===== config.mk =====
export PLATFORM = sky130hd
export DESIGN_NAME = pn_pulse_gen_mc
export DESIGN_NICKNAME = d
export VERILOG_FILES = /design/src/rtl/pn_pulse_gen_mc.sv
export SDC_FILE = /design/constraint.sdc
export NUM_CORES = 1
export LEC_CHECK = 0
export CELL_PAD_IN_SITES_DETAIL_PLACEMENT = 1
export CELL_PAD_IN_SITES_GLOBAL_PLACEMENT = 1
export CORE_MARGIN = 8
export CORE_UTILIZATION = 38
export CTS_BUF_LIST = sky130_fd_sc_hd__clkbuf_16
export CTS_CLUSTER_SIZE = 24
export DETAILED_ROUTE_END_ITERATION = 8
export PLACE_DENSITY_LB_ADDON = 0.1
export SYNTH_ARGS = -nofsm -noshare
export SYNTH_HDL_FRONTEND = slang
export SYNTH_SLANG_ARGS = --single-unit

===== constraint.sdc =====
create_clock -name clk -period 4.4 [get_ports clk]
set_input_delay 0.44 -clock clk [delete_from_list [all_inputs] [get_ports clk]]
set_output_delay 0.44 -clock clk [all_outputs]
set_load 0.01 [all_outputs]

===== src/rtl/pn_pulse_gen_mc.sv =====
// ---------------------------------------------------------------------------
// pn_pulse_gen_mc
//   Multi-channel PN-modulated pulse generator. One shared period counter
//   (0..PERIOD-1) drives NCH channel lanes. Each lane latches a pulse width
//   derived from its PN byte at its own period start. It then holds its pulse
//   high for that many clocks and low for the rest of the period.
//
//   Optional feature macro: PN_PULSE_STAGGER_EN
//     defined   : channel i starts its period when cnt == (i*STAGGER) mod PERIOD
//     undefined : all channels start together at cnt == 0, STAGGER ignored
//
// Ports
//   clk           clock
//   rst           synchronous, active-low reset
//   en            run enable; low clears counter and pulses, width_q holds
//   pn            PN bytes, channel i = pn[i*PN_W +: PN_W]
//   pulse         registered pulse outputs, one per channel
//   period_start  1-cycle strobe in the first cycle of channel 0's period
//   width_q       latched width of each channel's current period
// ---------------------------------------------------------------------------

// One channel: width map, width latch, pulse compare.
module pn_pulse_lane #(
  parameter int PN_W   = 8,
  parameter int CNT_W  = 8,
  parameter int PERIOD = 30,
  parameter int SHIFT  = 3
) (
  input  logic             clk,
  input  logic             rst,
  input  logic             en,
  input  logic             start,    // this edge begins the lane's period
  input  logic [CNT_W-1:0] phase,    // clocks since lane's period start
  input  logic [PN_W-1:0]  pn,
  output logic             pulse,
  output logic [CNT_W-1:0] width_q
);
  localparam logic [CNT_W-1:0] LAST = CNT_W'(PERIOD - 1);

  logic [CNT_W-1:0] s, a, w, width_d;
  logic             pulse_q, pulse_d;
  logic             started_q, started_d;

  // Fold oversize values back into 1..PERIOD-1 so duty is never 0% or 100%.
  always_comb begin
    s = CNT_W'(pn >> SHIFT);
    a = (s > LAST) ? s - LAST : s;
    w = (a == '0) ? CNT_W'(1) : a;
  end

  // started_q keeps a staggered lane low until its first period start
  // after reset or enable.
  always_comb begin
    pulse_d   = 1'b0;
    started_d = started_q;
    width_d   = width_q;
    if (!en) begin
      started_d = 1'b0;
    end else if (start) begin
      started_d = 1'b1;
      width_d   = w;
      pulse_d   = 1'b1;
    end else begin
      pulse_d   = started_q && (phase < width_q);
    end
  end

  always_ff @(posedge clk) begin
    if (!rst) begin
      pulse_q   <= 1'b0;
      started_q <= 1'b0;
      width_q   <= '0;
    end else begin
      pulse_q   <= pulse_d;
      started_q <= started_d;
      width_q   <= width_d;
    end
  end

  assign pulse = pulse_q;
endmodule

module pn_pulse_gen_mc #(
  parameter int NCH     = 4,
  parameter int PN_W    = 8,
  parameter int CNT_W   = 8,
  parameter int PERIOD  = 30,
  parameter int SHIFT   = 3,
  parameter int STAGGER = 0
) (
  input  logic                  clk,
  input  logic                  rst,
  input  logic                  en,
  input  logic [NCH*PN_W-1:0]   pn,
  output logic [NCH-1:0]        pulse,
  output logic                  period_start,
  output logic [NCH*CNT_W-1:0]  width_q
);
`ifdef PN_PULSE_STAGGER_EN
  localparam bit STAGGER_ON = 1'b1;
`else
  localparam bit STAGGER_ON = 1'b0;
`endif
  localparam int               STG  = STAGGER_ON ? STAGGER : 0;
  localparam logic [CNT_W-1:0] LAST = CNT_W'(PERIOD - 1);

  logic [CNT_W-1:0] cnt_q, cnt_d;
  logic             period_start_q, period_start_d;

  always_comb begin
    cnt_d          = '0;
    period_start_d = 1'b0;
    if (en) begin
      cnt_d          = (cnt_q == LAST) ? '0 : cnt_q + CNT_W'(1);
      period_start_d = (cnt_q == '0);
    end
  end

  always_ff @(posedge clk) begin
    if (!rst) begin
      cnt_q          <= '0;
      period_start_q <= 1'b0;
    end else begin
      cnt_q          <= cnt_d;
      period_start_q <= period_start_d;
    end
  end

  assign period_start = period_start_q;

  for (genvar i = 0; i < NCH; i++) begin : g_ch
    localparam int OFS = (i * STG) % PERIOD;
    // Lane phase = (cnt - OFS) mod PERIOD, done as cnt + (PERIOD-OFS) with
    // one conditional subtract; one extra bit holds the sum. With OFS=0 this
    // collapses to cnt.
    localparam logic [CNT_W:0] ADD = (CNT_W+1)'(PERIOD - OFS);
    localparam logic [CNT_W:0] PER = (CNT_W+1)'(PERIOD);

    logic [CNT_W:0]   ph_ext;
    logic [CNT_W-1:0] phase;

    assign ph_ext = {1'b0, cnt_q} + ADD;
    assign phase  = (ph_ext >= PER) ? CNT_W'(ph_ext - PER) : CNT_W'(ph_ext);

    pn_pulse_lane #(
      .PN_W   (PN_W),
      .CNT_W  (CNT_W),
      .PERIOD (PERIOD),
      .SHIFT  (SHIFT)
    ) u_lane (
      .clk     (clk),
      .rst     (rst),
      .en      (en),
      .start   (phase == '0),
      .phase   (phase),
      .pn      (pn[i*PN_W +: PN_W]),
      .pulse   (pulse[i]),
      .width_q (width_q[i*CNT_W +: CNT_W])
    );
  end
endmodule


==> metrics.cfg, run 1 <==
[run_status]
status = complete, no violations

[cts]
cts-resized-gates = 0
cts_tree = built
clock_sinks = 38
clk_pin_slew_ns = 0.06
root_buffer = clkbuf_16
post_cts_buffers = 0
cts.path.max_buffers = 2
cts_buffers = 5
cts_hold_buf = 0
cts_max_level = 2
worstSkewPairLatency_ns = 0.28

[critical_path]
rrSetupSlack_ns = 0.78
crit_start = cnt_q[1]
start_kind = flip-flop
rr_worst_depth = 16
crit_type = reg2reg
cp-end-kind = flip-flop
worstPathArrival_ns = 3.85
r2r_start = cnt_q[1]
required_ns = 4.62
rr_endpoint = g_ch[2].u_lane.pulse
cp_max_fo = 7

[timing]
min_period_over_period = 0.823
hold_viol_final = 0
skew_ns = 0.00388
tns_ns = 0
max_freq_mhz = 276
slew_headroom = 0.663
rsz0062_at_grt = no
fin_crit_ns = 3.62
fin_hold_ws_ns = 0.468
slew_viol_final = 0
setup_viol_count_final = 0
tightest_slew_ns = 0.504

[route]
dr.pass1.iters = 4
drt-vias-per-instance = 5.34
dr_total_vias = 3084
avgRoutedWirePerCell_um = 16.7
ant_nets = 0
drtIter0Drc = 87
drc = 0
drt-total-wl_um = 9620

[yosys]
syn-cell-area_sq_mm = 0.00334
ys_top_cells_by_count = 57 x nand2_1, 42 x ha_1, 38 x dfxtp_1
synth_area_leader_cell = dfxtp_1
ys_ff_latch = 38
syn_area_per_cell_sq_um = 8.02
yosys.cell_count.top_type = nand2_1
synth_edf_count = 0
ys.flop_type = dfxtp_1
syn_nets = 493
synth_top_area_share = 0.228
synth_cells = 416
yosysWarnings = 0
synthTopCellsByArea = dfxtp_1 23%, ha_1 16%, nand2_1 6.4%
async_reset_ff_frac = 0
ys_seq_area_frac = 0.228
synth.distinct_cells = 62

[final_layout]
area_growth_pct = 23.7
final_cell_area_sq_mm = 0.00413
nets = 545
diodes = 0
final-instance-count-excl-fill = 577
layout-drive-gt1-share = 0.104

[floorplanning]
dieArea_sq_mm = 0.0120
start_util = 0.386
fp.coreArea_sq_mm = 0.00864
pin_count = 72
die_y_um = 110
dieWidth_um = 110
fp-row-count = 34

[power_and_ir_drop]
power_density_mw_per_mm2 = 267
power_leakage_nw = 1.68
ir_drop_mv = 0.129

[grt]
grt_pass1_vias = 3288
grt_pass1_wl_um = 16100
overflow = 0
grt_max_degree = 32
antenna_found_initial = 0
track_usage = 0.167

[hold_path]
min_from = g_ch[1].u_lane.width_q[1]
worstHoldPathCells = 2
min_path_type = reg2reg
whs_endpoint = g_ch[1].u_lane.width_q[1]

[placement]
placedCellCount = 569
dpl.hpwl_um = 7510
routabilityCongestion = 0.800
portBuffers = 59
placed_cell_area_sq_mm = 0.00399

[flow_run]
maxCapViolCount = 0

-- how the worst max path moves through the flow --
stage / cells after the start / slack (ns) / to
after floorplan: 18 / 0.72 / g_ch[1].u_lane.pulse
after global placement: 15 / 0.83 / g_ch[3].u_lane.pulse
after detailed placement: 15 / 0.80 / g_ch[3].u_lane.pulse
after CTS: 15 / 0.74 / g_ch[3].u_lane.pulse
after global routing: 15 / 0.53 / g_ch[2].u_lane.pulse
final: 16 / 0.78 / g_ch[2].u_lane.pulse
-- critical path, stage by stage, from the launching register on --
cell     delay (ns)
dfxtp_1        0.34
inv_1          0.06
ha_1           0.29
and2b_1        0.32
a31oi_1        0.18
a311o_2        0.41
nor3_2         0.32
xnor2_1        0.16
buf_4          0.16
ha_1           0.26
a21o_1         0.17
a21o_1         0.17
a21o_1         0.17
a21o_1         0.20
a21oi_1        0.15
o21ai_0        0.11
nand2_1        0.09
-- cells by family after synthesis --
| kind of cell | count (synthesis) | synth area share |
|---|---|---|
| fa+ha+maj | 42 | 0.158 |
| xor+xnor | 18 | 0.0473 |
| buf+inv | 67 | 0.102 |
| mux | 1 | 0.00450 |
| flops | 38 | 0.228 |
| compound gates | 101 | 0.236 |
| simple gates | 149 | 0.224 |
-- metrics by stage --
step                setup WS [ns]  utilization  power [mW]
CTS                         0.744        0.478        1.11
detailed placement          0.799        0.462       0.759
global route                0.534        0.478        1.17
finish                      0.778        0.478        1.10
floorplan                   0.724            -       0.624
global placement            0.834        0.462       0.746
-- routing by layer --
metal / GRT usage / part of all wire / vias up
met1: 0.197 / 0.46 / 1493
li1: - / - / 1545
met3: 0.0229 / 0.019 / 10
met2: 0.308 / 0.51 / 36
met4: 0.0405 / 0.011 / 0
met5: 0 / 0 / -
-- flip-flops by register name (all words and copies together), names as in the netlist --
name                   flops
period_start               1
cnt_q                      8
g_ch.u_lane.started_q      1
g_ch.u_lane.width_q       24
g_ch.u_lane.pulse          4
-- cell type report --
class / instances / area, sq um
fill: 1054 / 4510
multi-input combinational: 311 / 2230
sequential: 38 / 761
timing repair buffer: 77 / 726
tap: 108 / 135
inverter: 35 / 131
clock buffer: 5 / 125
clock inverter: 3 / 16.3
-- report_power, final --
group	switching (mW)	total (mW)	leakage [nW]	internal, mW
registers	0.0144	0.379	0.309	0.364
clock network	0.147	0.354	0.0672	0.207
logic	0.187	0.369	1.30	0.182
total	0.349	1.10	1.68	0.753
-- layout by cell type (no fill, tap or decap), drive strengths merged, types with 2 or more instances in the layout --
cell           instances
nor3b                  2
dfxtp                 38
a22oi                  2
nor4bb                 4
ha                    42
o211ai                 5
nand2b                 4
o41ai                  2
a21oi                 10
o21ai                 16
and2                   2
buf                   18
nor2                  22
clkdlybuf4s50         59
o21a                   4
inv                   35
nand2                 57
nor2b                  2
or4                    4
clkinv                 2
a21o                  21
a31oi                  6
nand3                 21
a211oi                 6
nor3                  18
a21boi                19
clkbuf                 5
xor2                   6
xnor2                 12
or3                    3
a311o                  2
(Power assumes the default switching activity.)
==> run 2: changes to the inputs <==
Clock period 4.4 ns to 3.4 ns, I/O delays scaled along.
==> run 2 against run 1 <==
Effect of this change:
- register-to-register slack worse by 0.69 ns
- routed wire length up 1.9%
- utilization up 3.2 points
- total power up 33%
- global-route usage about the same
- worst hold slack better by 0.011 ns
- critical path type unchanged
- largest cell class unchanged
- largest power group is now combinational logic
==> metrics.cfg, run 2 (synthesis gave the netlist of run 1 again) <==
[placement]
routabilityCongestion = 0.851
portBuffers = 59
placedCellCount = 580
dpl.hpwl_um = 7890

[final_layout]
final-instance-count-excl-fill = 592
area_growth_pct = 32.1
nets = 560
layout-drive-gt1-share = 0.167
largest_reg_flops = 24
top_register = g_ch.u_lane.width_q
layout_commonest_cell = clkdlybuf4s50_1
mostFrequentLayoutCells = 59 x clkdlybuf4s50_1, 57 x nand2_1, 39 x ha_1, 36 x dfxtp_1, 33 x inv_1
diodes = 0
fin_util = 0.510

[cts]
cts_tree = built
worstSkewPairLatency_ns = 0.28
clock_sinks = 38
clk_pin_slew_ns = 0.06
root_buffer = clkbuf_16
cts_max_level = 2
cts.path.max_buffers = 2
cts_buffers = 5
cts_hold_buf = 0

[route]
avgRoutedWirePerCell_um = 16.6
drtIter0Drc = 54
drc = 0
dr.pass1.iters = 4
drt-vias-per-instance = 5.34
dr_total_vias = 3163
ant_nets = 0
drt-total-wl_um = 9800

[critical_path]
path_buf_inv = 2
rr_endpoint = g_ch[1].u_lane.pulse
r2r_start = cnt_q[2]
cp_max_fo = 7
worstPathArrival_ns = 3.53
cp_top_family = compound AO/OA/AOI/OAI gates
critPathSlowestCell = a311o_2
crit_type = reg2reg
rrSetupSlack_ns = 0.09
max_stage_delay_ns = 0.41
rr_worst_depth = 16
start_kind = flip-flop
crit_path_cell_trace = inv_4, ha_4, and2b_2, a31oi_4, a311o_2, nor3_4, nor2_2, mux2_4, o32ai_4, xor2_1, buf_4, ha_1, a21o_1, a21oi_1, o21ai_1, nand2_1
required_ns = 3.62
cp-end-kind = flip-flop

[grt]
grt_pass1_wl_um = 16200
track_usage = 0.167
grt_max_degree = 25
antenna_found_initial = 0
overflow = 0
grt_pass1_vias = 3404

[floorplanning]
start_util = 0.386
pin_count = 72
fp-row-count = 34
dieWidth_um = 110
fp.coreArea_sq_mm = 0.00864
dieArea_sq_mm = 0.0120
die_y_um = 110

[timing]
setup_viol_count_final = 0
min_period_over_period = 0.973
skew_ns = 0.00579
tightest_slew_ns = 0.726
hold_viol_final = 0
max_freq_mhz = 302
tns_ns = 0
slew_headroom = 0.514
fin_hold_ws_ns = 0.479
rsz0062_at_grt = yes
slew_viol_final = 0
fin_crit_ns = 3.31

[power_and_ir_drop]
power_mw = 1.47
ir_drop_mv = 0.195
power_leakage_nw = 1.79
power_density_mw_per_mm2 = 333

[hold_path]
whs_endpoint = g_ch[0].u_lane.width_q[4]
min_path_type = reg2reg
worstHoldPathCells = 2
min_from = g_ch[0].u_lane.width_q[4]

[flow_run]
maxCapViolCount = 0

[run_status]
status = complete, no violations

-- run 2: worst max path at each step --
| stage | slack (ns) | from | cells after the start | end |
|---|---|---|---|---|
| floorplan | -0.03 | cnt_q[1] | 17 | g_ch[1].u_lane.pulse |
| global placement | 0.04 | cnt_q[1] | 11 | g_ch[0].u_lane.width_q[6] |
| detailed placement | -0.06 | cnt_q[1] | 11 | g_ch[0].u_lane.width_q[1] |
| CTS | 0.002 | cnt_q[2] | 16 | g_ch[2].u_lane.pulse |
| global route | -0.07 | cnt_q[2] | 17 | g_ch[3].u_lane.pulse |
| finish | 0.09 | cnt_q[2] | 16 | g_ch[1].u_lane.pulse |
-- run 2: cell type report --
cell class	instances	area, sq um
Clock buffer	5	125
Multi-Input combinational cell	311	2380
Inverter	35	134
Clock inverter	3	16.3
Tap cell	108	135
Fill cell	1031	4230
Timing Repair Buffer	92	850
Sequential cell	38	768
-- run 2: metrics by stage --
stage                     instance area (sq um)  worst slack (ns)
after global routing                       4410           -0.0685
after CTS                                  4260           0.00156
after floorplan                            3400           -0.0345
after global placement                     4110            0.0437
final                                      4410            0.0920
after detailed placement                   4110           -0.0634
-- run 2: repair_timing --
action / 4_1_cts / 5_1_grt
resized for setup: 1 / 20
pin swaps: 1 / 18
cloned: 0 / 0
endpoints found under the setup margin: 25 / 5
setup buffers: 0 / 5
-- run 2: tightest hold or removal path: stages (launching register included) --
cell,delay (ns)
dfxtp_1,0.32
nand2_1,0.06
a21boi_1,0.05
-- run 2: metal layers --
metal / routed length, um / GRT usage / vias up
met5: 0 / 0 / -
met4: 130 / 0.0463 / 0
li1: - / - / 1577
met1: 4450 / 0.196 / 1533
met2: 4960 / 0.302 / 43
met3: 265 / 0.0311 / 10
-- run 2: power by group --
group | switching, mW | internal, mW
logic | 0.265 | 0.253
clock network | 0.192 | 0.268
registers | 0.0189 | 0.470
total | 0.476 | 0.992
==> run 3: changes to the inputs <==
Settings changed: ABC_CLOCK_PERIOD_IN_PS set to 3400.
==> results of run 3 <==
No change in the layout: final DEF, timing and power equal those of run 2.
